### src/rtl/riscv_ex_result_queue_if.sv
// rtl/riscv_ex_result_queue_if.sv - EX->WB result queue handshake, forwarding and writeback bundle
interface riscv_ex_result_queue_if #(
   parameter int NUM_UNITS  = 3,
   parameter int DATA_WIDTH = 32,
   parameter int ADDR_WIDTH = 5,
   parameter int FIFO_DEPTH = 2
);
   localparam int SEL_W = (NUM_UNITS > 1) ? $clog2(NUM_UNITS) : 1;
   localparam int CNT_W = $clog2(FIFO_DEPTH + 1);

   logic                            ex_valid_i;
   logic                            ex_ready_o;
   logic [SEL_W-1:0]                unit_sel_i;
   logic [NUM_UNITS*DATA_WIDTH-1:0] unit_result_i;
   logic [ADDR_WIDTH-1:0]           waddr_i;
   logic                            we_i;
   logic                            flush_i;
   logic [ADDR_WIDTH-1:0]           fw_waddr_o;
   logic                            fw_we_o;
   logic [DATA_WIDTH-1:0]           fw_wdata_o;
   logic                            wb_valid_o;
   logic                            wb_ready_i;
   logic [ADDR_WIDTH-1:0]           wb_waddr_o;
   logic                            wb_we_o;
   logic [DATA_WIDTH-1:0]           wb_wdata_o;
   logic [CNT_W-1:0]                count_o;

   modport slave (
      input  ex_valid_i, unit_sel_i, unit_result_i, waddr_i, we_i, flush_i, wb_ready_i,
      output ex_ready_o, fw_waddr_o, fw_we_o, fw_wdata_o,
             wb_valid_o, wb_waddr_o, wb_we_o, wb_wdata_o, count_o
   );

   modport master (
      output ex_valid_i, unit_sel_i, unit_result_i, waddr_i, we_i, flush_i, wb_ready_i,
      input  ex_ready_o, fw_waddr_o, fw_we_o, fw_wdata_o,
             wb_valid_o, wb_waddr_o, wb_we_o, wb_wdata_o, count_o
   );
endinterface

### src/rtl/riscv_ex_result_queue.sv
// rtl/riscv_ex_result_queue.sv - EX result select, FIFO to WB, forwarding; RISCV_EX_RESULT_BYPASS_EN adds 0-cycle bypass
module riscv_ex_result_queue #(
   parameter int NUM_UNITS  = 3,
   parameter int DATA_WIDTH = 32,
   parameter int ADDR_WIDTH = 5,
   parameter int FIFO_DEPTH = 2
) (
   input logic                   clk,
   input logic                   rst,
   riscv_ex_result_queue_if.slave bus
);
   localparam int SEL_W = (NUM_UNITS > 1) ? $clog2(NUM_UNITS) : 1;
   localparam int CNT_W = $clog2(FIFO_DEPTH + 1);
   localparam int PTR_W = (FIFO_DEPTH > 1) ? $clog2(FIFO_DEPTH) : 1;

   logic [ADDR_WIDTH-1:0] r_waddr_mem [FIFO_DEPTH];
   logic                  r_we_mem    [FIFO_DEPTH];
   logic [DATA_WIDTH-1:0] r_data_mem  [FIFO_DEPTH];
   logic [PTR_W-1:0]      r_rd_ptr;
   logic [PTR_W-1:0]      r_wr_ptr;
   logic [CNT_W-1:0]      r_count;

   logic [DATA_WIDTH-1:0] w_sel_data;
   logic                  w_empty;
   logic                  w_ready;
   logic                  w_bypass;
   logic                  w_push;
   logic                  w_pop;
   logic                  w_wb_valid;

   function automatic logic [PTR_W-1:0] f_next(input logic [PTR_W-1:0] p);
      return (p == PTR_W'(FIFO_DEPTH - 1)) ? '0 : p + 1'b1;
   endfunction

   // Out-of-range selects fall through to zero.
   always_comb begin
      w_sel_data = '0;
      for (int k = 0; k < NUM_UNITS; k++) begin
         if (bus.unit_sel_i == SEL_W'(k)) begin
            w_sel_data = bus.unit_result_i[k*DATA_WIDTH +: DATA_WIDTH];
         end
      end
   end

   assign w_empty = (r_count == '0);
   assign w_ready = (r_count < CNT_W'(FIFO_DEPTH)) | bus.wb_ready_i;

`ifdef RISCV_EX_RESULT_BYPASS_EN
   assign w_bypass = w_empty & bus.ex_valid_i & ~bus.flush_i;
`else
   assign w_bypass = 1'b0;
`endif

   // A bypassed entry consumed by WB in the same cycle never touches storage.
   assign w_push     = bus.ex_valid_i & w_ready & ~bus.flush_i & ~(w_bypass & bus.wb_ready_i);
   assign w_pop      = ~w_empty & bus.wb_ready_i;
   assign w_wb_valid = ~w_empty | w_bypass;

   assign bus.ex_ready_o = w_ready;
   assign bus.fw_waddr_o = bus.waddr_i;
   assign bus.fw_we_o    = bus.ex_valid_i & bus.we_i;
   assign bus.fw_wdata_o = w_sel_data;
   assign bus.count_o    = r_count;
   assign bus.wb_valid_o = w_wb_valid;
   assign bus.wb_waddr_o = w_bypass ? bus.waddr_i : r_waddr_mem[r_rd_ptr];
   assign bus.wb_wdata_o = w_bypass ? w_sel_data  : r_data_mem[r_rd_ptr];
   assign bus.wb_we_o    = w_wb_valid & (w_bypass ? bus.we_i : r_we_mem[r_rd_ptr]);

   always_ff @(posedge clk) begin
      if (rst) begin
         r_count  <= '0;
         r_rd_ptr <= '0;
         r_wr_ptr <= '0;
         for (int i = 0; i < FIFO_DEPTH; i++) begin
            r_waddr_mem[i] <= '0;
            r_we_mem[i]    <= 1'b0;
            r_data_mem[i]  <= '0;
         end
      end else if (bus.flush_i) begin
         r_count  <= '0;
         r_rd_ptr <= '0;
         r_wr_ptr <= '0;
      end else begin
         if (w_push) begin
            r_waddr_mem[r_wr_ptr] <= bus.waddr_i;
            r_we_mem[r_wr_ptr]    <= bus.we_i;
            r_data_mem[r_wr_ptr]  <= w_sel_data;
            r_wr_ptr              <= f_next(r_wr_ptr);
         end
         if (w_pop) begin
            r_rd_ptr <= f_next(r_rd_ptr);
         end
         if (w_push && !w_pop) begin
            r_count <= r_count + 1'b1;
         end else if (!w_push && w_pop) begin
            r_count <= r_count - 1'b1;
         end
      end
   end
endmodule

### src/flat_wrapper.sv
// flat-port wrapper written by rule: the top's interface ports become plain ports
module riscv_ex_result_queue_flat 
#(
   parameter int NUM_UNITS  = 3,
   parameter int DATA_WIDTH = 32,
   parameter int ADDR_WIDTH = 5,
   parameter int FIFO_DEPTH = 2
)
  (clk, rst, bus_ex_valid_i, bus_unit_sel_i, bus_unit_result_i, bus_waddr_i, bus_we_i, bus_flush_i, bus_wb_ready_i, bus_ex_ready_o, bus_fw_waddr_o, bus_fw_we_o, bus_fw_wdata_o, bus_wb_valid_o, bus_wb_waddr_o, bus_wb_we_o, bus_wb_wdata_o, bus_count_o);
  riscv_ex_result_queue_if #(.NUM_UNITS(NUM_UNITS), .DATA_WIDTH(DATA_WIDTH), .ADDR_WIDTH(ADDR_WIDTH), .FIFO_DEPTH(FIFO_DEPTH)) bus_i ();
  input logic clk;
  input logic rst;
  input wire logic [$bits(bus_i.ex_valid_i)-1:0] bus_ex_valid_i;
  input wire logic [$bits(bus_i.unit_sel_i)-1:0] bus_unit_sel_i;
  input wire logic [$bits(bus_i.unit_result_i)-1:0] bus_unit_result_i;
  input wire logic [$bits(bus_i.waddr_i)-1:0] bus_waddr_i;
  input wire logic [$bits(bus_i.we_i)-1:0] bus_we_i;
  input wire logic [$bits(bus_i.flush_i)-1:0] bus_flush_i;
  input wire logic [$bits(bus_i.wb_ready_i)-1:0] bus_wb_ready_i;
  output wire logic [$bits(bus_i.ex_ready_o)-1:0] bus_ex_ready_o;
  output wire logic [$bits(bus_i.fw_waddr_o)-1:0] bus_fw_waddr_o;
  output wire logic [$bits(bus_i.fw_we_o)-1:0] bus_fw_we_o;
  output wire logic [$bits(bus_i.fw_wdata_o)-1:0] bus_fw_wdata_o;
  output wire logic [$bits(bus_i.wb_valid_o)-1:0] bus_wb_valid_o;
  output wire logic [$bits(bus_i.wb_waddr_o)-1:0] bus_wb_waddr_o;
  output wire logic [$bits(bus_i.wb_we_o)-1:0] bus_wb_we_o;
  output wire logic [$bits(bus_i.wb_wdata_o)-1:0] bus_wb_wdata_o;
  output wire logic [$bits(bus_i.count_o)-1:0] bus_count_o;
  assign bus_i.ex_valid_i = bus_ex_valid_i;
  assign bus_i.unit_sel_i = bus_unit_sel_i;
  assign bus_i.unit_result_i = bus_unit_result_i;
  assign bus_i.waddr_i = bus_waddr_i;
  assign bus_i.we_i = bus_we_i;
  assign bus_i.flush_i = bus_flush_i;
  assign bus_i.wb_ready_i = bus_wb_ready_i;
  assign bus_ex_ready_o = bus_i.ex_ready_o;
  assign bus_fw_waddr_o = bus_i.fw_waddr_o;
  assign bus_fw_we_o = bus_i.fw_we_o;
  assign bus_fw_wdata_o = bus_i.fw_wdata_o;
  assign bus_wb_valid_o = bus_i.wb_valid_o;
  assign bus_wb_waddr_o = bus_i.wb_waddr_o;
  assign bus_wb_we_o = bus_i.wb_we_o;
  assign bus_wb_wdata_o = bus_i.wb_wdata_o;
  assign bus_count_o = bus_i.count_o;
  riscv_ex_result_queue #(.NUM_UNITS(NUM_UNITS), .DATA_WIDTH(DATA_WIDTH), .ADDR_WIDTH(ADDR_WIDTH), .FIFO_DEPTH(FIFO_DEPTH)) u_core (.clk(clk), .rst(rst), .bus(bus_i));
endmodule
### config.mk
export PLATFORM = sky130hd
export DESIGN_NAME = riscv_ex_result_queue_flat
export DESIGN_NICKNAME = d
export VERILOG_FILES = /design/src/rtl/riscv_ex_result_queue_if.sv /design/src/rtl/riscv_ex_result_queue.sv /design/src/flat_wrapper.sv
export SDC_FILE = /design/constraint.sdc
export NUM_CORES = 1
export LEC_CHECK = 0
export CAP_MARGIN = 20
export CORE_UTILIZATION = 38
export DETAILED_ROUTE_END_ITERATION = 16
export PLACE_DENSITY = 0.75
export SLEW_MARGIN = 15
export SYNTH_ARGS = -nofsm -noshare
export SYNTH_HDL_FRONTEND = slang
export SYNTH_SLANG_ARGS = --single-unit
export TNS_END_PERCENT = 30
### constraint.sdc
create_clock -name clk -period 4.2 [get_ports clk]
set_input_delay 0.63 -clock clk [delete_from_list [all_inputs] [get_ports clk]]
set_output_delay 0.63 -clock clk [all_outputs]
set_load 0.005 [all_outputs]
==> summary.txt <==
Worst setup path
  • R2R depth: 4
  • Arrival time worst endpoint: 2.58 ns
  • Critical Path Stages: 6
  • Worst Path Required: 3.57 ns
  • Critical Path, Cell by Cell: clkdlybuf4s50_1 > nor2b_2 > buf_4 > a2bb2oi_1 > inv_1 > clkdlybuf4s50_1
  • Critical Path Sink Type: output port
  • Critical path launch point type: primary input
  • Crit path buffers/inverters: 4
  • Crit Path Category: primary input to output port
  • Crit path max-delay cell type: clkdlybuf4s50_1
  • CP delay by family, top: buffers and inverters
  • CP max stage delay: 0.50 ns
  • Critical Path Fanout Max: 12
  • Cell mode on critical path: clkdlybuf4s50_1

Pwr
  • P per Cell Area: 299 nW/um^2
  • Leak Pwr: 2.61 nW
  • Final Power: 0.00189 W
  • Part of the power in the clock network: 28.7%
  • Worst VDD drop: 0.000141 V
  • Internal power: 0.00145 W
  • Comb pwr share: 21.7%
  • Part of the power in registers: 49.6%
  • Switching share of power: 23.3%
  • Net Sw Power: 0.000442 W

STA
  • Slew margin rel.: 33.9%
  • Setup TNS: 0 ns
  • Final setup skew: 0.0116 ns
  • Worst slew pin tran: 0.987 ns
  • Final Hold Viols: 0
  • Slew Limit Fails: 0
  • Fmax: 311 MHz
  • RSZ-0062 raised after global routing: false
  • Final Cycle Share: 76.5%
  • Final min period: 3.21 ns
  • Hold Slack: 0.516 ns
  • Final setup violation count: 0

Final layout
  • Antenna fix cells: 0
  • Multi-input combinational cell area: 1490 um^2
  • # nets final: 645
  • Syn-to-layout area delta: 51.5%
  • Final instance area: 6320 um^2
  • Final core utilization: 60.4%
  • Filler instances: 929
  • Share of layout cells above drive strength 1: 11.9%
  • Register Area: 2380 um^2

CTS
  • CTS tree: yes
  • Post-CTS setup buffer count: 0
  • Clock Pin Slew Worst Setup and Hold Paths: 0.08 ns
  • CTS resizes: 0
  • TritonCTS buffer count: 9
  • Post-CTS Hold Fix Bufs: 0
  • Root buffer cell: clkbuf_8
  • Clk_lat worst skew: 0.33 ns
  • CTS sink count: 81
  • Maximum root-to-sink buffer count: 2
  • H-Tree Depth: 3

Synth
  • Post-Syn Area: 4170 um^2
  • Mean post-synth cell area: 11.7 um^2
  • Synth top area cells: edfxtp_1, mux2_2, mux2i_1
  • Synthesized Nets: 468
  • Seq cells post-synth: 81
  • Post-synthesis sequential area ratio: 57.1%
  • Cell variety after synth: 23
  • Post-Syn Instances: 358
  • Number of enable flip-flop cells after synthesis: 76
  • Cell taking the most area after synthesis: edfxtp_1
  • Post-synth ARST share: 0%
  • Synth top area share: 54.7%
  • Dominant synthesized flop cell: edfxtp_1
  • Synth warn: 0

Floorplan
  • Core footprint: 10500 um^2
  • IO Count: 189
  • Die ar.: 11400 um^2
  • Initial core utilization: 39.9%
  • Cell row count: 37
  • Die Width: 107 um
  • Die Y: 107 um

Global route
  • Total Routing Usage GR: 19.2%
  • Initial antenna violation count: 0
  • Largest net degree at the start of global routing: 39
  • Vias in the first global route: 3468
  • Global-route wire length before repair: 16900 um
  • Gr ovfl total: 0

Place
  • Gpl congestion: 0.791
  • PortBufs: 188
  • Placed cell area: 6140 um^2
  • Dpl hpwl: 7760 um

Routing
  • Avg WL per Cell: 16.2 um
  • Final antenna-violating net count: 0
  • Initial DRC count: 77
  • DRC: 0
  • Vias per cell: 4.89
  • Wirelength, routed: 11000 um
  • Drt pass-1 iters: 7
  • Via Count: 3307

Min path
  • Hold depth: 2
  • Hold WC Path Type: flip-flop to flip-flop

Status
  • Outcome: finished, final reports clean

Flow run
  • Maxcap violations: 0
[cells in the final DEF (no fill, tap or decap), drive strengths merged, types with 3 or more instances in the layout]
master / Yosys / layout
clkdlybuf4s50: 0 / 187
nor2: 84 / 84
edfxtp: 76 / 76
inv: 42 / 42
mux2: 37 / 37
mux2i: 33 / 33
a2bb2oi: 32 / 32
clkbuf: 13 / 9
buf: 17 / 9
dfxtp: 5 / 5
clkinv: 0 / 4
o21ai: 3 / 3
xor2: 3 / 3
[layout make-up]
type | instances | area share [%]
Clock buffer | 9 | 1.96
Clock inverter | 7 | 0.970
Inverter | 42 | 2.49
Multi-Input combinational cell | 205 | 23.6
Sequential cell | 81 | 37.7
Tap cell | 136 | 2.69
Timing Repair Buffer | 196 | 30.6
[cell families after synthesis]
family	Yosys count	synth area share, %
compound gates	38	7.50
xor+xnor	3	0.630
fa+ha+maj	1	0.300
buf+inv	72	7.68
flops	81	57.1
mux	70	17.9
simple gates	93	8.91
[Yosys cell counts, types with 3 or more instances]
cell / number
o21ai_0: 3
dfxtp_1: 5
buf_2: 7
mux2_2: 37
nor2_1: 84
buf_4: 5
a2bb2oi_1: 32
edfxtp_1: 76
clkbuf_1: 13
buf_6: 3
xor2_1: 3
mux2i_1: 33
inv_1: 42
[worst paths after layout]
check | to | slack, ns | start
worst max-delay path | bus_fw_wdata_o[29] | 0.99 | bus_unit_sel_i[1]
worst min register to register | flip-flop | 0.52 | u_core.r_rd_ptr
worst max register to register | u_core.r_data_mem[1][25] | 2.20 | u_core.bus.count_o[1]
worst min-delay path | flip-flop | 0.52 | u_core.r_rd_ptr
[worst reg2reg max path, stage by stage (launching register included)]
cell     delay (ns)
dfxtp_1        0.41
nor2b_1        0.26
inv_1          0.11
nand4_1        0.14
nand2_2        0.58
[sequential cells by signal (all words and copies together) (netlist names), named ones only]
name and count:
u_core.r_waddr_mem 10, u_core.r_we_mem 2, u_core.r_rd_ptr 1, u_core.r_wr_ptr 1, u_core.bus.count_o 2, u_core.r_data_mem 64
[power groups by stage]
stage / Combinational (W) / Sequential [W] / Clock (W)
after global placement: 0.000408 / 0.000954 / 0
after global routing: 0.000444 / 0.000943 / 0.000584
final: 0.000412 / 0.000938 / 0.000543
after detailed placement: 0.000415 / 0.000957 / 0
after floorplan: 0.000164 / 0.000952 / 0
after CTS: 0.000417 / 0.000939 / 0.000554
[metrics by stage]
stage,std cells,setup WS (ns)
after floorplan,358,0.00402
after global placement,660,1.02
after detailed placement,660,0.964
after CTS,676,0.959
after global routing,676,0.822
final,676,0.989
[layer usage]
| metal | track usage, % | part of all wire [%] |
|---|---|---|
| met1 | 21.9 | 41 |
| met2 | 35.2 | 51 |
| met5 | 0 | 0 |
| met3 | 5.05 | 7.2 |
| met4 | 5.19 | 0.96 |
Note: power is estimated with default switching activity, not from simulation.
